**src/rtl/ifu_inst_fetch.sv**
```systemverilog
// ifu_inst_fetch -- instruction fetch unit.
//
// Takes PC-change pulses from the PC counter, issues one read per PC on an
// AXI-lite style read channel, and presents the returned word to decode.
// At most one read is in flight. A redirect (flush_i) marks an in-flight
// read as dropped: the read still completes on the bus, but its data is
// discarded. A new PC arriving during that drain waits in a one-entry
// pending slot.
//
// Ports:
//   clk, rst                  clock, synchronous active-high reset
//   pc_i, pc_change_i         PC to fetch and its one-cycle strobe
//   flush_i                   redirect; kills the in-flight or held fetch
//   id_ready_i                decode accepts inst_o this cycle
//   arvalid_o/araddr_o/arready_i            read-address channel
//   rvalid_i/rdata_i/rresp_i/rready_o       read-data channel
//   inst_o/inst_pc_o/inst_valid_o/fetch_err_o  instruction to decode
//   stall_if_o                holds the PC counter while a fetch is busy
//   state_dbg_o               current FSM state (debug visibility)
//
// Handshakes: a transfer happens on a rising edge where valid and ready are
// both high. A source holding valid keeps its payload stable and does not
// drop valid until the transfer happens; ready may toggle freely.
module ifu_inst_fetch #(
  parameter logic [31:0] NOP_INST = 32'h0000_0013,
  parameter logic [31:0] RST_PC   = 32'h8000_0000
) (
  input  logic        clk,
  input  logic        rst,
  input  logic [31:0] pc_i,
  input  logic        pc_change_i,
  input  logic        flush_i,
  input  logic        id_ready_i,
  output logic        arvalid_o,
  output logic [31:0] araddr_o,
  input  logic        arready_i,
  input  logic        rvalid_i,
  input  logic [31:0] rdata_i,
  input  logic [1:0]  rresp_i,
  output logic        rready_o,
  output logic [31:0] inst_o,
  output logic [31:0] inst_pc_o,
  output logic        inst_valid_o,
  output logic        fetch_err_o,
  output logic        stall_if_o,
  output logic [1:0]  state_dbg_o
);

  typedef enum logic [1:0] {
    IDLE = 2'd0,
    ADDR = 2'd1,
    DATA = 2'd2,
    HOLD = 2'd3
  } state_t;

  state_t      state_q, state_d;
  logic [31:0] pc_q, pc_d;
  logic        drop_q, drop_d;
  logic        pend_valid_q, pend_valid_d;
  logic [31:0] pend_pc_q, pend_pc_d;
  logic [31:0] inst_q, inst_d;
  logic [31:0] inst_pc_q, inst_pc_d;
  logic        err_q, err_d;

  // A PC strobe that arrives while a dropped read drains is parked here.
  logic pend_hit;
  assign pend_hit = drop_q & pc_change_i & ~flush_i;

  always_comb begin
    state_d      = state_q;
    pc_d         = pc_q;
    drop_d       = drop_q;
    pend_valid_d = pend_valid_q;
    pend_pc_d    = pend_pc_q;
    inst_d       = inst_q;
    inst_pc_d    = inst_pc_q;
    err_d        = err_q;

    case (state_q)
      IDLE: begin
        if (pc_change_i && !flush_i) begin
          pc_d    = pc_i;
          state_d = ADDR;
        end
      end

      ADDR, DATA: begin
        // A second redirect supersedes any PC parked after the first one.
        if (flush_i) begin
          drop_d       = 1'b1;
          pend_valid_d = 1'b0;
        end else if (pend_hit) begin
          pend_valid_d = 1'b1;
          pend_pc_d    = pc_i;
        end

        if (state_q == ADDR) begin
          if (arready_i) state_d = DATA;
        end else if (rvalid_i) begin
          if (drop_q || flush_i) begin
            // Dropped beat: discard data, then fetch the parked PC if any.
            // A strobe in this very cycle is newer than the parked one.
            drop_d       = 1'b0;
            pend_valid_d = 1'b0;
            if (pend_hit) begin
              pc_d    = pc_i;
              state_d = ADDR;
            end else if (pend_valid_q && !flush_i) begin
              pc_d    = pend_pc_q;
              state_d = ADDR;
            end else begin
              state_d = IDLE;
            end
          end else begin
            inst_d    = (rresp_i != 2'b00) ? NOP_INST : rdata_i;
            inst_pc_d = pc_q;
            err_d     = (rresp_i != 2'b00);
            state_d   = HOLD;
          end
        end
      end

      HOLD: begin
        // A redirect wins over acceptance: the held word is lost.
        if (flush_i) begin
          state_d = IDLE;
        end else if (id_ready_i) begin
          if (pc_change_i) begin
            pc_d    = pc_i;
            state_d = ADDR;
          end else begin
            state_d = IDLE;
          end
        end
      end

      default: state_d = IDLE;
    endcase
  end

  always_ff @(posedge clk) begin
    if (rst) begin
      state_q      <= IDLE;
      pc_q         <= RST_PC;
      drop_q       <= 1'b0;
      pend_valid_q <= 1'b0;
      pend_pc_q    <= 32'd0;
      inst_q       <= NOP_INST;
      inst_pc_q    <= RST_PC;
      err_q        <= 1'b0;
    end else begin
      state_q      <= state_d;
      pc_q         <= pc_d;
      drop_q       <= drop_d;
      pend_valid_q <= pend_valid_d;
      pend_pc_q    <= pend_pc_d;
      inst_q       <= inst_d;
      inst_pc_q    <= inst_pc_d;
      err_q        <= err_d;
    end
  end

  assign arvalid_o    = (state_q == ADDR);
  assign araddr_o     = pc_q;
  assign rready_o     = (state_q == DATA);
  assign inst_o       = inst_q;
  assign inst_pc_o    = inst_pc_q;
  assign inst_valid_o = (state_q == HOLD);
  assign fetch_err_o  = (state_q == HOLD) & err_q;
  assign state_dbg_o  = state_q;

  // Released for one cycle on a redirect and on a handoff to decode, so
  // the PC counter can present its next PC.
  assign stall_if_o = (state_q != IDLE) & ~flush_i &
                      ~((state_q == HOLD) & id_ready_i);

endmodule

```
**config.mk**
```make
export PLATFORM = sky130hd
export DESIGN_NAME = ifu_inst_fetch
export DESIGN_NICKNAME = d
export VERILOG_FILES = /design/src/rtl/ifu_inst_fetch.sv
export SDC_FILE = /design/constraint.sdc
export NUM_CORES = 1
export LEC_CHECK = 0
export CAP_MARGIN = 20
export CELL_PAD_IN_SITES_DETAIL_PLACEMENT = 0
export CELL_PAD_IN_SITES_GLOBAL_PLACEMENT = 1
export CORE_MARGIN = 2
export CORE_UTILIZATION = 38
export CTS_BUF_LIST = sky130_fd_sc_hd__clkbuf_4 sky130_fd_sc_hd__clkbuf_8
export DETAILED_ROUTE_END_ITERATION = 12
export PLACE_DENSITY_LB_ADDON = 0.1
export SETUP_SLACK_MARGIN = 0.4
export SKIP_LAST_GASP = 1
export SYNTH_ARGS = -nofsm -noshare
export SYNTH_HDL_FRONTEND = slang
export SYNTH_SLANG_ARGS = --single-unit
```
**constraint.sdc**
```tcl
create_clock -name clk -period 2.6 [get_ports clk]
set_input_delay 0.52 -clock clk [delete_from_list [all_inputs] [get_ports clk]]
set_output_delay 0.52 -clock clk [all_outputs]
set_load 0.01 [all_outputs]
```
# --- Word level (Yosys, flattened, before mapping) ---
# Index checks and enable logic that the tools add are counted.
classes:
  n_div: 0
  order_cmp: 0
  n_bitwise: 10
  eq_ne: 14
  add_sub_neg: 0
  mux: 31
  shift: 0
  reduce_logical: 12
  multipliers: 0
ops:
  columns: ["op", "count"]
  rows:
  - ["2-to-1 mux 32 bit", 10]
  - ["case mux 32 bit (3 select lines)", 1]
  - ["2-to-1 mux 2 bit", 7]
  - ["inequality test 2 bit (second input constant)", 7]
  - ["2-to-1 mux 1 bit", 12]
  - ["inequality test 3 bit (second input constant)", 4]
  - ["AND reduction 4 bit", 2]
  - ["AND reduction 8 bit", 1]
  - ["bitwise AND 1 bit", 6]
  - ["case mux 2 bit (3 select lines)", 1]
  - ["equality test 2 bit (second input constant)", 2]
  - ["NOT 1 bit", 4]
  - ["nonzero test 2 bit", 2]
  - ["AND reduction 3 bit", 1]
  - ["equality test 2 x 1 -> 1 bit (second input constant)", 1]
  - ["logical AND 1 bit", 2]
  - ["zero test 2 bit", 1]
  - ["OR reduction 2 bit", 1]
  - ["zero test 1 bit", 1]
  - ["logical OR 1 bit", 1]
totals:
  ff_bits: 133
  mem_count: 0
  out_inout_bits: 103
  latch_bits: 0
  ram_bits: 0
  mem_bits_ro: 0

# --- Depth between registers and ports, before layout ---
# Gate-level depths: netlist (run 1).
depth:
  depth_word: 8
  depth_mapped: 8

# --- Least setup slack after synthesis (run 1) ---
# No wires, ideal clock.
synth_timing:
  kind: "flip-flop to flip-flop"
  start: "reg state_q[0] (netlist: state_dbg_o[0])"
  end: "reg pc_q[13] (netlist: araddr_o[13])"
  arrival_time_ns: 1.681
  period_less_slack_ns: 1.766
  setup_slack_ns: 0.834
  n_path_buf: 2
  required_time_ns: 2.515
  path_stages_with_launch: 8
  setup_time_ns: 0.085
  path_cell_list: "dfxtp_1 -> inv_1 -> ha_1 -> buf_2 -> o31ai_4 -> buf_2 -> a311o_1 -> o31ai_2"
synth_via:
  elab_chain_cells: 4
synth_rtl:
  columns: ["element", "line_no", "source"]
  rows:
  - ["start: declaration", "56", "state_t state_q, state_d;"]
  - ["start signal: assignment", "152", "state_q <= state_d;"]
  - ["equality test 2 x 1 -> 1 bit or equality test 2 bit (tied branches)", "79, 97", null]
  - ["OR reduction 2 bit", "79", "case (state_q)"]
  - ["inequality test 3 bit (no source line) or inequality test 2 bit (tied branches)", null, null]
  - ["AND reduction 8 bit (no source line)", null, null]
  - ["end signal: assignment", "153", "pc_q <= pc_d;"]
  - ["end: declaration", "57", "logic [31:0] pc_q, pc_d;"]
# Several ways; a longest one is shown, not always the timed one.
# A chain may end at the register's enable or synchronous reset.

# --- Worst setup path after layout (run 1) ---
layout_timing:
  start: "reg state_q[0] (netlist: state_dbg_o[0])"
  end: "out inst_valid_o"
layout_via:
  elab_chain_cells: 1
layout_rtl:
  columns: ["element", "line_no", "source"]
  rows:
  - ["equality test 2 bit", "168", "assign inst_valid_o = (state_q == HOLD);"]
  - ["end: declaration", "43", "output logic inst_valid_o,"]
# No other way between the ends.

==> results of run 1 <==
## critical path, cell delays in order, from the launching register on
cell	delay (ns)
dfxtp_4	0.40
ha_4	0.20
clkdlybuf4s50_1	0.55
## layer usage
layer | global-route usage | routed length [um] | up-vias
met5 | 0 | 0 | -
met4 | 0.0692 | 258 | 0
met3 | 0.0540 | 992 | 18
met2 | 0.319 | 7460 | 158
met1 | 0.232 | 6950 | 2280
li1 | - | - | 2569
## through the flow
step	setup WS, ns	std cells
finish	0.494	1006
global placement	0.313	976
floorplan	0.834	655
detailed placement	0.261	976
global route	0.366	1006
CTS	0.412	1005
## flip-flops by register name, indices dropped and copies added (netlist names)
| register | count |
|---|---|
| state_dbg_o | 2 |
| drop_q | 1 |
| pend_valid_q | 1 |
| err_q | 1 |
| inst_pc_o | 32 |
| araddr_o | 32 |
| inst_o | 32 |
| pend_pc_q | 32 |
## layout by cell type (no fill, tap or decap), drive strengths merged, types with 2 or more instances in the layout
master / instances
a211oi: 4
a21oi: 95
a311o: 31
and3: 3
buf: 23
clkbuf: 24
clkdlybuf4s50: 170
clkinv: 6
dfxtp: 133
dlymetal6s2s: 2
ha: 5
inv: 35
mux2i: 32
nand2: 160
nand2b: 2
nand3: 32
nand3b: 2
nor2: 10
nor2b: 3
nor4: 3
o21bai: 3
o22a: 2
o31ai: 32
## final timing paths
path,startpoint,endpoint,slack (ns),cells past startpoint
max,state_dbg_o[0]$_SDFFE_PP0P_,inst_valid_o,0.49,2
min,pend_pc_q[9]$_SDFFE_PP0P_,pend_pc_q[9]$_SDFFE_PP0P_,0.45,2
max reg2reg,state_dbg_o[0]$_SDFFE_PP0P_,inst_o[7]$_SDFFE_PP0P_,0.51,7
min reg2reg,pend_pc_q[9]$_SDFFE_PP0P_,pend_pc_q[9]$_SDFFE_PP0P_,0.45,2
## report_power, final
part / leakage [nW] / switching [mW] / internal, mW
logic: 1.63 / 0.678 / 0.584
clock network: 0.181 / 0.727 / 0.740
registers: 1.08 / 0.0944 / 2.14
## area by class of cell
cell class	instances	area, sq um
fill	1329	6540
multi-input combinational	428	2670
sequential	133	2670
timing repair buffer	197	2020
clock buffer	23	298
tap	184	230
inverter	35	131
clock inverter	6	30.0
## cells by family after synthesis
family                   share of synthesized area
AND/OR/NAND/NOR                              0.160
buffers and inverters                       0.0761
AO/OA/AOI/OAI                                0.231
adder cells (fa/ha/maj)                     0.0110
flip-flops                                   0.466
multiplexers                                0.0561
## timing repair
item | CTS | global route
cloned | 0 | 1
gates resized for setup | 13 | 5
hold endpoints to repair | 0 | 0
setup endpoints to repair | 50 | 57
==> flow_summary.json, run 1 <==
{
  "outcome": "finished, final reports clean",
  "synth-seq-cells": 133,
  "postRouteAntennaNets": 0,
  "crit_arrival_ns": 1.59,
  "startpoint_type": "flop",
  "synth_most_common_cell": "nand2_1",
  "synth_top_area_frac": 0.466,
  "period_share": 0.810,
  "drt_first_pass_iters": 4,
  "syn_area_per_cell_sq_um": 8.71,
  "fin_skew_ns": 0.00972,
  "vias_per_cell": 5.00,
  "crit_fanout": 6,
  "finalSetupTns_ns": 0,
  "die_y_um": 127,
  "whs_ns": 0.453,
  "cts.clk_slew.worst_paths_ns": 0.07,
  "grt_pass1_vias": 4857,
  "insertedDiodeCount": 0,
  "cts_setup_buffers": 0,
  "clk_latency_ns": 0.44,
  "dp_hpwl_mm": 10.4,
  "num_rows": 44,
  "yosys_warnings": 0,
  "drtIter0Drc": 243,
  "cts_buffer_depth": 2,
  "async_reset_ff_frac": 0,
  "crit_type": "flop to primary output",
  "worstPathRequired_ns": 2.08,
  "critPathCaptureType": "primary output",
  "start_util": 0.391,
  "core_sq_um": 14600,
  "io-pin-count": 176,
  "num-nets-final": 890,
  "maxCapViolations": 0,
  "synth_nets": 733,
  "placed_area_sq_um": 7660,
  "final.min_clock_period_ns": 2.11,
  "wirelength_mm": 15.7,
  "rsz0062_at_grt": "yes",
  "htree_levels": 4,
  "p_per_area_nw_per_um2": 617,
  "max_freq_mhz": 475,
  "p_leak_nw": 2.89,
  "hold_buffers": 0,
  "relSlewSlack": 0.644,
  "design_area_sq_um": 8050,
  "wire_per_inst_um": 15.6,
  "hold_viol_final": 0,
  "synth_edf_count": 0,
  "synth_ff_type": "dfxtp_1",
  "utilization": 0.552,
  "power.ir.vdd_worst_uv": 298,
  "yosysTopAreaCell": "dfxtp_1",
  "synth_area_leaders": "dfxtp_1, nand2_1, a21oi_1",
  "p_total_mw": 4.97,
  "synth_cell_types": 38,
  "yosys-top-cells-count": "nand2_1, dfxtp_1, a21oi_1",
  "antenna_found_initial": 0,
  "hold_class": "flop to flop",
  "cts_root_buf": "clkbuf_8",
  "route.detailed.drc": 0,
  "grt_overflow": 0,
  "maxSlewViolCount": 0,
  "via_count": 5025,
  "area_delta_synth_final_pct": 41.1,
  "die_w_um": 127,
  "place_congestion": 0.762,
  "drive_above_1_share": 0.120,
  "setup_viol": 0,
  "globalRouteTotalUtil": 0.190,
  "synth_area_sq_um": 5710,
  "dieArea_sq_um": 16000,
  "grt_max_degree": 67,
  "cts_tree": "yes",
  "grt_first_pass_wirelength_mm": 24.5,
  "syn_inst": 655,
  "cts_made_buffers": 17,
  "yosysSeqAreaShare": 0.466,
  "cts_num_sinks": 133,
  "worstMarginPinSlew_ns": 0.534,
  "io_buffers": 175
}
No activity file was read; power rests on OpenSTA's default activity.
==> run 2: changes to the inputs <==
Settings changed: CORE_UTILIZATION 38 to 35.
Clock period 2.6 ns to 2.1 ns, I/O delays scaled along.
==> run 2 against run 1 <==
First-iteration DRC count fell by 25%. Cell area rose by 19%. Register-to-register slack got worse by 0.24 ns. Critical path depth up 2. Core utilization rose by 4.9 points. Worst hold slack worse by 0.18 ns. Sequential power rose by 25%. Die area is 8.3% higher. Critical path type unchanged. Clock skew increased by 0.00070 ns. Via count rose by 8.6%.
==> flow_summary.json, run 2 (synthesis gave the netlist of run 1 again) <==
{
  "mostFrequentLayoutCell": "nand2_1",
  "crit_type": "flop to primary output",
  "routedLengthMet1_mm": 8.23,
  "dieArea_sq_um": 17300,
  "power_frac_comb": 0.290,
  "cts_made_buffers": 17,
  "grt_overflow": 0,
  "worst_path_largest_cell_delay_ns": 0.37,
  "dp_hpwl_mm": 11.0,
  "cpMaxStageDelayCell": "dfxtp_4",
  "clk_latency_ns": 0.44,
  "power.ir.vdd_worst_uv": 431,
  "maxCapViolations": 0,
  "route.detailed.drc": 0,
  "period_share": 0.877,
  "cp-endpoint": "fetch_err_o",
  "num-nets-final": 931,
  "dp.cells": 1019,
  "hold_buffers": 0,
  "worstPathRequired_ns": 1.68,
  "wirelength_mm": 18.7,
  "htree_levels": 4,
  "dr_wl_met3_um": 746,
  "io-pin-count": 176,
  "insertedDiodeCount": 0,
  "critPathCaptureType": "primary output",
  "antenna_found_initial": 0,
  "regToRegStartpoint": "state_dbg_o[1]$_SDFFE_PP0P_",
  "postRouteAntennaNets": 0,
  "area_delta_synth_final_pct": 67.2,
  "core_sq_um": 15900,
  "path_depth": 4,
  "via_count": 5458,
  "final.min_clock_period_ns": 1.84,
  "startpoint": "state_dbg_o[0]$_SDFFE_PP0P_",
  "dr.max_layer_used": "met4",
  "die_w_um": 132,
  "reg2reg_slack_ns": 0.27,
  "crit_arrival_ns": 1.42,
  "relSlewSlack": 0.541,
  "crit_fanout": 5,
  "num_rows": 46,
  "cts_tree": "yes",
  "globalRouteTotalUtil": 0.194,
  "drive_above_1_share": 0.293,
  "die_y_um": 132,
  "grt_first_pass_wirelength_mm": 26.9,
  "crit_family": "flip-flops",
  "hold_viol_final": 0,
  "wire_per_inst_um": 17.3,
  "share_seq_of_total_power": 0.375,
  "reg2reg_to": "araddr_o[29]$_SDFFE_PP0P_",
  "rsz0062_at_grt": "yes",
  "vias_per_cell": 5.04,
  "worstRegToRegCells": 9,
  "fin_skew_ns": 0.0104,
  "max_freq_mhz": 543,
  "setup_viol": 0,
  "worstMarginPinSlew_ns": 0.689,
  "p_sw_mw": 2.27,
  "power_frac_clock": 0.335,
  "start_util": 0.359,
  "cts_root_buf": "clkbuf_8",
  "final-instance-count-excl-fill": 1082,
  "path_buf_inv": 2,
  "wl_met2_mm": 9.60,
  "p_total_mw": 7.44,
  "final_cell_mix": "nand2_1, dfxtp_1, dlygate4sd2_1, clkdlybuf4s50_1, a21oi_2",
  "p_per_area_nw_per_um2": 780,
  "grt_pass1_vias": 5067,
  "place_congestion": 0.813,
  "p_int_mw": 5.17,
  "swShare": 0.305,
  "utilization": 0.601,
  "outcome": "finished, final reports clean",
  "drtIter0Drc": 182,
  "maxSlewViolCount": 0,
  "drt_first_pass_iters": 4,
  "hold_class": "primary input to flop",
  "startpoint_type": "flop",
  "hold_path_startpoint": "rst",
  "cts_num_sinks": 133,
  "io_buffers": 175,
  "finalSetupTns_ns": 0,
  "cts.clk_slew.worst_paths_ns": 0.08,
  "grt_max_degree": 80,
  "crit_chain": "ha_2 > buf_6 > and2_1 > buf_2",
  "p_leak_nw": 3.94,
  "cts_buffer_depth": 2
}
==> run 2: changes by cell type in the layout (fill, tap and decap cells not counted), sizes merged <==
| cell | previous run | this run |
|---|---|---|
| clkbuf | 24 | 30 |
| clkinvlp | 0 | 4 |
| dlygate4sd2 | 1 | 98 |
| bufinv | 0 | 5 |
| buf | 23 | 58 |
| clkinv | 6 | 4 |
| clkdlybuf4s50 | 170 | 70 |
| dlymetal6s2s | 2 | 0 |
| clkdlybuf4s15 | 0 | 1 |
==> run 2: per-layer routing <==
metal / vias up / GRT usage
met4: 0 / 0.0676
met1: 2627 / 0.244
met3: 11 / 0.0459
met2: 152 / 0.325
met5: - / 0
li1: 2668 / -
==> run 2: power groups by stage <==
stage          combinational (mW)  clock [mW]  sequential (mW)
2_1_floorplan               0.883           0             2.84
3_3_place_gp                 1.64           0             2.82
3_5_place_dp                 1.66           0             2.82
4_1_cts                      1.72        2.56             2.76
5_1_grt                      2.28        2.67             2.81
6_report                     2.16        2.49             2.79
==> run 2: repair_timing <==
action / CTS / global route
gates resized for setup: 147 / 172
cloned: 5 / 11
buffers inserted: 6 / 9
endpoints found under the setup margin: 199 / 101
pin swaps: 2 / 94
==> run 2: area by class of cell <==
| class | count | area (sq um) |
|---|---|---|
| Clock buffer | 19 | 262 |
| Fill cell | 1406 | 6340 |
| Tap cell | 216 | 270 |
| Sequential cell | 133 | 2670 |
| Inverter | 35 | 139 |
| Multi-Input combinational cell | 428 | 3410 |
| Timing Repair Buffer | 238 | 2590 |
| Clock inverter | 13 | 204 |
==> run 2: metrics by stage <==
step / cell area [sq um] / hold slack (ns) / worst slack [ns]
final: 9550 / 0.276 / 0.259
after global routing: 9550 / 0.263 / 0.195
after CTS: 8420 / 0.222 / 0.242
after detailed placement: 7830 / 0.447 / -0.146
after global placement: 7830 / 0.438 / -0.141
after floorplan: 5720 / 0.432 / 0.422
==> run 2: how the worst min path moves through the flow <==
stage                                 endpoint  depth (start not counted)
floorplan           pend_pc_q[31]$_SDFFE_PP0P_                          2
global placement       inst_o[23]$_SDFFE_PP0P_                          2
detailed placement  pend_pc_q[17]$_SDFFE_PP0P_                          2
CTS                 inst_pc_o[24]$_SDFFE_PP0P_                          2
global route        inst_pc_o[28]$_SDFFE_PP0P_                          2
finish              inst_pc_o[21]$_SDFFE_PP0P_                          2
